$ cat config.mk
export PLATFORM = sky130hd
export DESIGN_NAME = ahb_sram_arbiter_flat
export DESIGN_NICKNAME = d
export VERILOG_FILES = /design/src/rtl/ahb_sram_arbiter_if.sv /design/src/rtl/ahb_sram_arbiter.sv /design/src/flat_wrapper.sv
export SDC_FILE = /design/constraint.sdc
export NUM_CORES = 1
export LEC_CHECK = 0
export ABC_CLOCK_PERIOD_IN_PS = 2400
export CAP_MARGIN = 10
export CORE_AREA = 10 10 108 110
export CTS_BUF_LIST = sky130_fd_sc_hd__clkbuf_8
export CTS_CLUSTER_SIZE = 10
export DETAILED_ROUTE_END_ITERATION = 10
export DIE_AREA = 0 0 118 120
export PLACE_DENSITY = 0.79
export SLEW_MARGIN = 5
export SYNTH_ARGS = -nofsm -noshare
export SYNTH_HDL_FRONTEND = slang
export SYNTH_SLANG_ARGS = --single-unit
$ cat constraint.sdc
create_clock -name HCLK -period 2.4 [get_ports HCLK]
set_input_delay 0.48 -clock HCLK [delete_from_list [all_inputs] [get_ports HCLK]]
set_output_delay 0.48 -clock HCLK [all_outputs]
set_load 0.03 [all_outputs]
$ cat src/rtl/ahb_sram_arbiter_if.sv
// Two AHB masters, the shared SRAM slave and the arbiter status outputs on one bundle.
// The slave modport is the arbiter's view. The master modport is the surrounding masters and SRAM.
interface ahb_sram_arbiter_if;
    logic        m0_HBUSREQ;
    logic        m0_HLOCK;
    logic [1:0]  m0_HTRANS;
    logic [31:0] m0_HADDR;
    logic        m0_HWRITE;
    logic [2:0]  m0_HSIZE;
    logic [2:0]  m0_HBURST;
    logic [31:0] m0_HWDATA;
    logic        m0_HGRANT;

    logic        m1_HBUSREQ;
    logic        m1_HLOCK;
    logic [1:0]  m1_HTRANS;
    logic [31:0] m1_HADDR;
    logic        m1_HWRITE;
    logic [2:0]  m1_HSIZE;
    logic [2:0]  m1_HBURST;
    logic [31:0] m1_HWDATA;
    logic        m1_HGRANT;

    logic        HMASTER;
    logic        HMASTLOCK;

    logic [31:0] s_HADDR;
    logic [1:0]  s_HTRANS;
    logic        s_HWRITE;
    logic [2:0]  s_HSIZE;
    logic [2:0]  s_HBURST;
    logic [31:0] s_HWDATA;
    logic [31:0] s_HRDATA;
    logic        s_HREADY;
    logic        s_HRESP;

    logic [31:0] HRDATA;
    logic        HREADY;
    logic        HRESP;

    modport slave (
        input  m0_HBUSREQ, m0_HLOCK, m0_HTRANS, m0_HADDR, m0_HWRITE, m0_HSIZE, m0_HBURST, m0_HWDATA,
        input  m1_HBUSREQ, m1_HLOCK, m1_HTRANS, m1_HADDR, m1_HWRITE, m1_HSIZE, m1_HBURST, m1_HWDATA,
        output m0_HGRANT, m1_HGRANT, HMASTER, HMASTLOCK,
        output s_HADDR, s_HTRANS, s_HWRITE, s_HSIZE, s_HBURST, s_HWDATA,
        input  s_HRDATA, s_HREADY, s_HRESP,
        output HRDATA, HREADY, HRESP
    );

    modport master (
        output m0_HBUSREQ, m0_HLOCK, m0_HTRANS, m0_HADDR, m0_HWRITE, m0_HSIZE, m0_HBURST, m0_HWDATA,
        output m1_HBUSREQ, m1_HLOCK, m1_HTRANS, m1_HADDR, m1_HWRITE, m1_HSIZE, m1_HBURST, m1_HWDATA,
        input  m0_HGRANT, m1_HGRANT, HMASTER, HMASTLOCK,
        input  s_HADDR, s_HTRANS, s_HWRITE, s_HSIZE, s_HBURST, s_HWDATA,
        output s_HRDATA, s_HREADY, s_HRESP,
        input  HRDATA, HREADY, HRESP
    );
endinterface

$ cat src/rtl/ahb_sram_arbiter.sv
// Round-robin two-master AHB arbiter and mux in front of the SRAM slave, with burst, lock and INCR-cap hold.
// Latency: request at edge N -> HGRANT after N -> HMASTER after the next HREADY edge; data mux follows one phase later.
// Backpressure: every register holds while HREADY is low; read data and response are passed straight through.
module ahb_sram_arbiter #(
    parameter int MAX_INCR_BEATS = 16
) (
    input  logic              HCLK,
    input  logic              HRESET,
    ahb_sram_arbiter_if.slave bus
);

    localparam logic [1:0] TR_IDLE   = 2'b00;
    localparam logic [1:0] TR_NONSEQ = 2'b10;
    localparam logic [1:0] TR_SEQ    = 2'b11;
    localparam logic [2:0] BR_INCR   = 3'b001;
    localparam logic [7:0] INCR_LIMIT = 8'(MAX_INCR_BEATS - 1);

    typedef enum logic {OWN0 = 1'b0, OWN1 = 1'b1} own_e;

    own_e       state;
    logic       gnt0_q;
    logic       gnt1_q;
    logic       hmaster_q;
    logic       hmastlock_q;
    logic       data_owner;
    logic       rr;
    logic [3:0] beat_cnt;
    logic [7:0] incr_cnt;

    logic        cur_idx;
    logic        own_req;
    logic        own_lock;
    logic [1:0]  req_vec;
    logic [1:0]  s_trans;
    logic [2:0]  s_burst;
    logic [3:0]  beat_nxt;
    logic [7:0]  incr_nxt;
    logic        hold;
    logic        next_idx;

    assign cur_idx  = (state == OWN1);
    assign own_req  = cur_idx ? bus.m1_HBUSREQ : bus.m0_HBUSREQ;
    assign own_lock = cur_idx ? bus.m1_HLOCK   : bus.m0_HLOCK;
    assign req_vec  = {bus.m1_HBUSREQ, bus.m0_HBUSREQ};

    assign s_trans      = hmaster_q ? bus.m1_HTRANS : bus.m0_HTRANS;
    assign s_burst      = hmaster_q ? bus.m1_HBURST : bus.m0_HBURST;
    assign bus.s_HTRANS = s_trans;
    assign bus.s_HBURST = s_burst;
    assign bus.s_HADDR  = hmaster_q ? bus.m1_HADDR  : bus.m0_HADDR;
    assign bus.s_HWRITE = hmaster_q ? bus.m1_HWRITE : bus.m0_HWRITE;
    assign bus.s_HSIZE  = hmaster_q ? bus.m1_HSIZE  : bus.m0_HSIZE;
    assign bus.s_HWDATA = data_owner ? bus.m1_HWDATA : bus.m0_HWDATA;

    assign bus.HRDATA = bus.s_HRDATA;
    assign bus.HREADY = bus.s_HREADY;
    assign bus.HRESP  = bus.s_HRESP;

    assign bus.m0_HGRANT = gnt0_q;
    assign bus.m1_HGRANT = gnt1_q;
    assign bus.HMASTER   = hmaster_q;
    assign bus.HMASTLOCK = hmastlock_q;

    // Burst bookkeeping follows whatever is in the address phase on the slave side.
    always_comb begin
        beat_nxt = beat_cnt;
        incr_nxt = incr_cnt;
        case (s_trans)
            TR_NONSEQ: begin
                incr_nxt = 8'd0;
                case (s_burst)
                    3'b010, 3'b011: beat_nxt = 4'd3;
                    3'b100, 3'b101: beat_nxt = 4'd7;
                    3'b110, 3'b111: beat_nxt = 4'd15;
                    default:        beat_nxt = 4'd0;
                endcase
            end
            TR_SEQ: begin
                if (beat_cnt != 4'd0) beat_nxt = beat_cnt - 4'd1;
                if (incr_cnt != 8'hFF) incr_nxt = incr_cnt + 8'd1;
            end
            default: ;
        endcase
    end

    // A grant that has moved but not yet taken the address bus is held so the new owner gets its first phase.
    always_comb begin
        hold = (own_lock & own_req)
             | (hmaster_q != cur_idx)
             | (beat_nxt != 4'd0)
             | ((s_burst == BR_INCR) && (s_trans != TR_IDLE) && (incr_nxt < INCR_LIMIT));
        next_idx = cur_idx;
        if (!hold) begin
            if (req_vec[rr])       next_idx = rr;
            else if (req_vec[~rr]) next_idx = ~rr;
        end
    end

    always_ff @(posedge HCLK) begin
        if (HRESET) begin
            state       <= OWN0;
            gnt0_q      <= 1'b1;
            gnt1_q      <= 1'b0;
            hmaster_q   <= 1'b0;
            hmastlock_q <= 1'b0;
            data_owner  <= 1'b0;
            rr          <= 1'b1;
            beat_cnt    <= 4'd0;
            incr_cnt    <= 8'd0;
        end else if (bus.s_HREADY) begin
            data_owner  <= hmaster_q;
            hmaster_q   <= cur_idx;
            hmastlock_q <= own_lock;
            beat_cnt    <= beat_nxt;
            incr_cnt    <= incr_nxt;
            if (next_idx != cur_idx) rr <= cur_idx;
            state  <= next_idx ? OWN1 : OWN0;
            gnt0_q <= ~next_idx;
            gnt1_q <= next_idx;
        end
    end

endmodule

$ cat src/flat_wrapper.sv
// flat-port wrapper written by rule: the top's interface ports become plain ports
module ahb_sram_arbiter_flat 
#(
    parameter int MAX_INCR_BEATS = 16
)
  (HCLK, HRESET, bus_m0_HBUSREQ, bus_m0_HLOCK, bus_m0_HTRANS, bus_m0_HADDR, bus_m0_HWRITE, bus_m0_HSIZE, bus_m0_HBURST, bus_m0_HWDATA, bus_m1_HBUSREQ, bus_m1_HLOCK, bus_m1_HTRANS, bus_m1_HADDR, bus_m1_HWRITE, bus_m1_HSIZE, bus_m1_HBURST, bus_m1_HWDATA, bus_m0_HGRANT, bus_m1_HGRANT, bus_HMASTER, bus_HMASTLOCK, bus_s_HADDR, bus_s_HTRANS, bus_s_HWRITE, bus_s_HSIZE, bus_s_HBURST, bus_s_HWDATA, bus_s_HRDATA, bus_s_HREADY, bus_s_HRESP, bus_HRDATA, bus_HREADY, bus_HRESP);
  ahb_sram_arbiter_if bus_i ();
  input  logic HCLK;
  input  logic HRESET;
  input wire logic [$bits(bus_i.m0_HBUSREQ)-1:0] bus_m0_HBUSREQ;
  input wire logic [$bits(bus_i.m0_HLOCK)-1:0] bus_m0_HLOCK;
  input wire logic [$bits(bus_i.m0_HTRANS)-1:0] bus_m0_HTRANS;
  input wire logic [$bits(bus_i.m0_HADDR)-1:0] bus_m0_HADDR;
  input wire logic [$bits(bus_i.m0_HWRITE)-1:0] bus_m0_HWRITE;
  input wire logic [$bits(bus_i.m0_HSIZE)-1:0] bus_m0_HSIZE;
  input wire logic [$bits(bus_i.m0_HBURST)-1:0] bus_m0_HBURST;
  input wire logic [$bits(bus_i.m0_HWDATA)-1:0] bus_m0_HWDATA;
  input wire logic [$bits(bus_i.m1_HBUSREQ)-1:0] bus_m1_HBUSREQ;
  input wire logic [$bits(bus_i.m1_HLOCK)-1:0] bus_m1_HLOCK;
  input wire logic [$bits(bus_i.m1_HTRANS)-1:0] bus_m1_HTRANS;
  input wire logic [$bits(bus_i.m1_HADDR)-1:0] bus_m1_HADDR;
  input wire logic [$bits(bus_i.m1_HWRITE)-1:0] bus_m1_HWRITE;
  input wire logic [$bits(bus_i.m1_HSIZE)-1:0] bus_m1_HSIZE;
  input wire logic [$bits(bus_i.m1_HBURST)-1:0] bus_m1_HBURST;
  input wire logic [$bits(bus_i.m1_HWDATA)-1:0] bus_m1_HWDATA;
  output wire logic [$bits(bus_i.m0_HGRANT)-1:0] bus_m0_HGRANT;
  output wire logic [$bits(bus_i.m1_HGRANT)-1:0] bus_m1_HGRANT;
  output wire logic [$bits(bus_i.HMASTER)-1:0] bus_HMASTER;
  output wire logic [$bits(bus_i.HMASTLOCK)-1:0] bus_HMASTLOCK;
  output wire logic [$bits(bus_i.s_HADDR)-1:0] bus_s_HADDR;
  output wire logic [$bits(bus_i.s_HTRANS)-1:0] bus_s_HTRANS;
  output wire logic [$bits(bus_i.s_HWRITE)-1:0] bus_s_HWRITE;
  output wire logic [$bits(bus_i.s_HSIZE)-1:0] bus_s_HSIZE;
  output wire logic [$bits(bus_i.s_HBURST)-1:0] bus_s_HBURST;
  output wire logic [$bits(bus_i.s_HWDATA)-1:0] bus_s_HWDATA;
  input wire logic [$bits(bus_i.s_HRDATA)-1:0] bus_s_HRDATA;
  input wire logic [$bits(bus_i.s_HREADY)-1:0] bus_s_HREADY;
  input wire logic [$bits(bus_i.s_HRESP)-1:0] bus_s_HRESP;
  output wire logic [$bits(bus_i.HRDATA)-1:0] bus_HRDATA;
  output wire logic [$bits(bus_i.HREADY)-1:0] bus_HREADY;
  output wire logic [$bits(bus_i.HRESP)-1:0] bus_HRESP;
  assign bus_i.m0_HBUSREQ = bus_m0_HBUSREQ;
  assign bus_i.m0_HLOCK = bus_m0_HLOCK;
  assign bus_i.m0_HTRANS = bus_m0_HTRANS;
  assign bus_i.m0_HADDR = bus_m0_HADDR;
  assign bus_i.m0_HWRITE = bus_m0_HWRITE;
  assign bus_i.m0_HSIZE = bus_m0_HSIZE;
  assign bus_i.m0_HBURST = bus_m0_HBURST;
  assign bus_i.m0_HWDATA = bus_m0_HWDATA;
  assign bus_i.m1_HBUSREQ = bus_m1_HBUSREQ;
  assign bus_i.m1_HLOCK = bus_m1_HLOCK;
  assign bus_i.m1_HTRANS = bus_m1_HTRANS;
  assign bus_i.m1_HADDR = bus_m1_HADDR;
  assign bus_i.m1_HWRITE = bus_m1_HWRITE;
  assign bus_i.m1_HSIZE = bus_m1_HSIZE;
  assign bus_i.m1_HBURST = bus_m1_HBURST;
  assign bus_i.m1_HWDATA = bus_m1_HWDATA;
  assign bus_m0_HGRANT = bus_i.m0_HGRANT;
  assign bus_m1_HGRANT = bus_i.m1_HGRANT;
  assign bus_HMASTER = bus_i.HMASTER;
  assign bus_HMASTLOCK = bus_i.HMASTLOCK;
  assign bus_s_HADDR = bus_i.s_HADDR;
  assign bus_s_HTRANS = bus_i.s_HTRANS;
  assign bus_s_HWRITE = bus_i.s_HWRITE;
  assign bus_s_HSIZE = bus_i.s_HSIZE;
  assign bus_s_HBURST = bus_i.s_HBURST;
  assign bus_s_HWDATA = bus_i.s_HWDATA;
  assign bus_i.s_HRDATA = bus_s_HRDATA;
  assign bus_i.s_HREADY = bus_s_HREADY;
  assign bus_i.s_HRESP = bus_s_HRESP;
  assign bus_HRDATA = bus_i.HRDATA;
  assign bus_HREADY = bus_i.HREADY;
  assign bus_HRESP = bus_i.HRESP;
  ahb_sram_arbiter #(.MAX_INCR_BEATS(MAX_INCR_BEATS)) u_core (.HCLK(HCLK), .HRESET(HRESET), .bus(bus_i));
endmodule
==> results of run 1 <==
## cell usage in the layout (no fill, tap or decap), types with 4 or more instances in the layout
master / instances
clkdlybuf4s50_1: 155
a31oi_1: 4
a21oi_1: 10
mux2_2: 72
buf_12: 6
nor2_1: 24
dfxtp_1: 16
mux2i_1: 7
nand3_1: 6
o21ai_0: 4
a211oi_1: 6
dlymetal6s2s_1: 31
nand2_1: 9
inv_1: 5
dlygate4sd2_1: 34
clkbuf_8: 4
buf_4: 30
## timing repair
item / 4_1_cts / 5_1_grt
setup endpoints to repair: 34 / 31
gates resized for setup: 34 / 46
buffers inserted: 0 / 0
pin swaps: 0 / 6
## final timing paths
check	slack [ps]	from	depth (start not counted)	end
worst max-delay path	70	bus_m0_HTRANS[1]	9	u_core.bus.m1_HGRANT
worst min-delay path	500	u_core.bus.HMASTLOCK	2	u_core.bus.HMASTLOCK
worst max register to register	170	u_core.beat_cnt[0]	9	u_core.bus.m0_HGRANT
worst min register to register	500	u_core.bus.HMASTLOCK	2	u_core.bus.HMASTLOCK
## final cells by class
class                   count  area [um2]
fillers                   889        4560
repair buffers            257        2590
multi-input cells         201        1780
flip-flops and latches     18         363
well taps                 133         166
clock buffers               4        55.1
inverters                   7        26.3
## per-stage QoR
step | power, mW | cell area [um2] | hold slack (ps) | utilization (%) | setup TNS (ps)
2_1_floorplan | 0.816 | 2480 | 492 | - | 0
4_1_cts | 1.44 | 4830 | 504 | 50.6 | 0
5_1_grt | 1.51 | 4980 | 518 | 52.2 | -7.35
6_report | 1.43 | 4980 | 497 | 52.2 | 0
3_3_place_gp | 1.19 | 4820 | 481 | 50.5 | -557
3_5_place_dp | 1.20 | 4820 | 486 | 50.5 | -741
## power by group
group          switching, mW  total (mW)  internal (mW)  leakage (nW)
registers             0.0176       0.332          0.315         0.148
logic                  0.376       0.848          0.472          2.01
clock network          0.107       0.253          0.146        0.0288
## cell usage after synthesis, types with 2 or more instances
library cell	number	area, um2
a41o_1	2	20.0
mux2_4	2	30.0
nand4b_1	2	17.5
clkbuf_1	13	48.8
nand2b_1	2	12.5
nand3_1	6	30.0
inv_1	5	18.8
a32oi_1	2	17.5
dfxtp_1	18	360
mux2i_1	7	70.1
and2_1	3	18.8
buf_6	5	56.3
o21ai_0	4	20.0
buf_4	36	270
mux2_2	72	811
ha_1	2	25.0
and3b_1	3	26.3
a31oi_1	5	31.3
and3_1	3	18.8
a211oi_1	6	45.0
a21oi_1	12	60.1
nor3_1	3	15.0
inv_2	2	7.51
nand2_1	9	33.8
a22oi_1	2	15.0
nor2_1	25	93.8
## state kept, by name (all words and copies together) (netlist names)
signal,cells
u_core.data_owner,1
u_core.bus.HMASTER,1
u_core.bus.HMASTLOCK,1
u_core.beat_cnt,4
u_core.bus.m1_HGRANT,1
u_core.bus.m0_HGRANT,1
u_core.incr_cnt,8
u_core.rr,1
## layer usage
metal  global-route usage [%]  part of all wire [%]  vias to the layer above
met5                        0                     0                        -
met4                     1.16                 0.056                        0
met3                     6.05                   7.4                        4
met2                     31.2                    57                      127
met1                     16.5                    35                     1386
li1                         -                     -                     1410
## worst reg2reg max path, cell delays in order (launching register included)
cell and delay, ps:
dfxtp_1 420, inv_1 70, ha_1 240, and3b_1 170, mux2_4 270, a221oi_2 250
nand4b_1 110, and3b_2 330, a41o_1 210, o21ai_2 50
## cell families after synthesis
group                    after synthesis  synth area share [%]
buffers and inverters                 61                  16.2
XOR/XNOR                               1                 0.354
multiplexers                          83                  38.3
AND/OR/NAND/NOR                       66                  14.9
AO/OA/AOI/OAI                         49                  14.7
flip-flops                            18                  14.6
adder cells (fa/ha/maj)                2                  1.01
==> metrics.txt, run 1 <==
GP Congestion 0.841; Worst Setup End Kind register; Clock Latency Late Sink 260 ps; HPWL Detailed 10.7 mm; vias in the first global route 3212; DRC viols 0; DIE WIDTH 118 um; Synth Cell Area 2470 um2; CP Max Fanout 6; Crit path max-delay family simple AND/OR/NAND/NOR gates; buffers from clock root to sink, at most 2; first-pass GRT wire length 18.4 mm; synthesized flop and latch total 18; layout cells sized above 1 29.0%; H-tree lvl count 1; Req. time, crit path 2550 ps; total gr overflow 0; hold buffers post-CTS 0; CP Class in -> reg; Pleak 2.18 nW; Cell Chain, Critical Path clkdlybuf4s50_1 -> mux2i_2 -> buf_6 -> a211oi_4 -> xnor2_1 -> or4b_4 -> nand4b_4 -> nand4_4 -> o2bb2ai_2; clk_skew 3.39 ps; # rows 36; Hold Path Class reg -> reg; WP buf/inv 2; Startpoint Class input pin; core area 9550 um2; PD cells 288 nW/um2; Syn Inst Count 280; EDFF count, synth 0; Max Clk Rate 0.429 GHz; all-layer global routing usage 16.0%; Hold Vio Cnt, Final 0; Antenna Nets Post-Route 0; CTS tree done; syn avg cell area 8.84 um2; fin crit share 97.2%; Num CTS Buffers 3; clk sink count 18; dpl cells 616; Synth Flop Type dfxtp_1; total die area 14200 um2; area grow syn2layout 101%; I/O Buffers 230; Yosys cell types 55; sequential area share after synthesis 14.6%; IO Count 297; Total Wirelength 12.4 mm; Avg WL per Cell 20.0 um; Worst-Margin Slew 373 ps; root buffer cell clkbuf_8; Initial DRC Count 145; MaxCap Viol Count 0; final cell count without fillers 620; nets@finish 676; TritonRoute pass-1 iters 4; final worst setup slack 67.9 ps; worst IR drop on VDD 217 uV; Die Y 120 um; critical path's largest stage delay 530 ps; vias per cell 4.72; Clock transition at path regs 70 ps; CP max stage cell or4b_4; Arr. time, crit path 2490 ps; Async SR Flop Fraction 0%; post-route minimum period 2330 ps; via count 2927; Post-Syn Nets 468; Slew Viols, Final 0; Synth warnings 0; final setup fails 0; Starting Density 25.9%; Place WS -259 ps; initial antenna violation count 0; worst rel slew slack 75.0%; status complete, no violations; diodes inserted 0; largest net degree at the start of global routing 32
No activity file was read; power rests on OpenSTA's default activity.
==> run 2, diff against run 1 <==
--- a/config.mk
+++ b/config.mk
@@ -9,6 +9,7 @@
 export CAP_MARGIN = 10
 export CORE_AREA = 10 10 108 110
 export CTS_BUF_LIST = sky130_fd_sc_hd__clkbuf_8
+export CTS_CLUSTER_DIAMETER = 80
 export CTS_CLUSTER_SIZE = 10
 export DETAILED_ROUTE_END_ITERATION = 10
 export DIE_AREA = 0 0 118 120
==> results of run 2 <==
The final DEF is identical to that of run 1; final timing and power are the same.
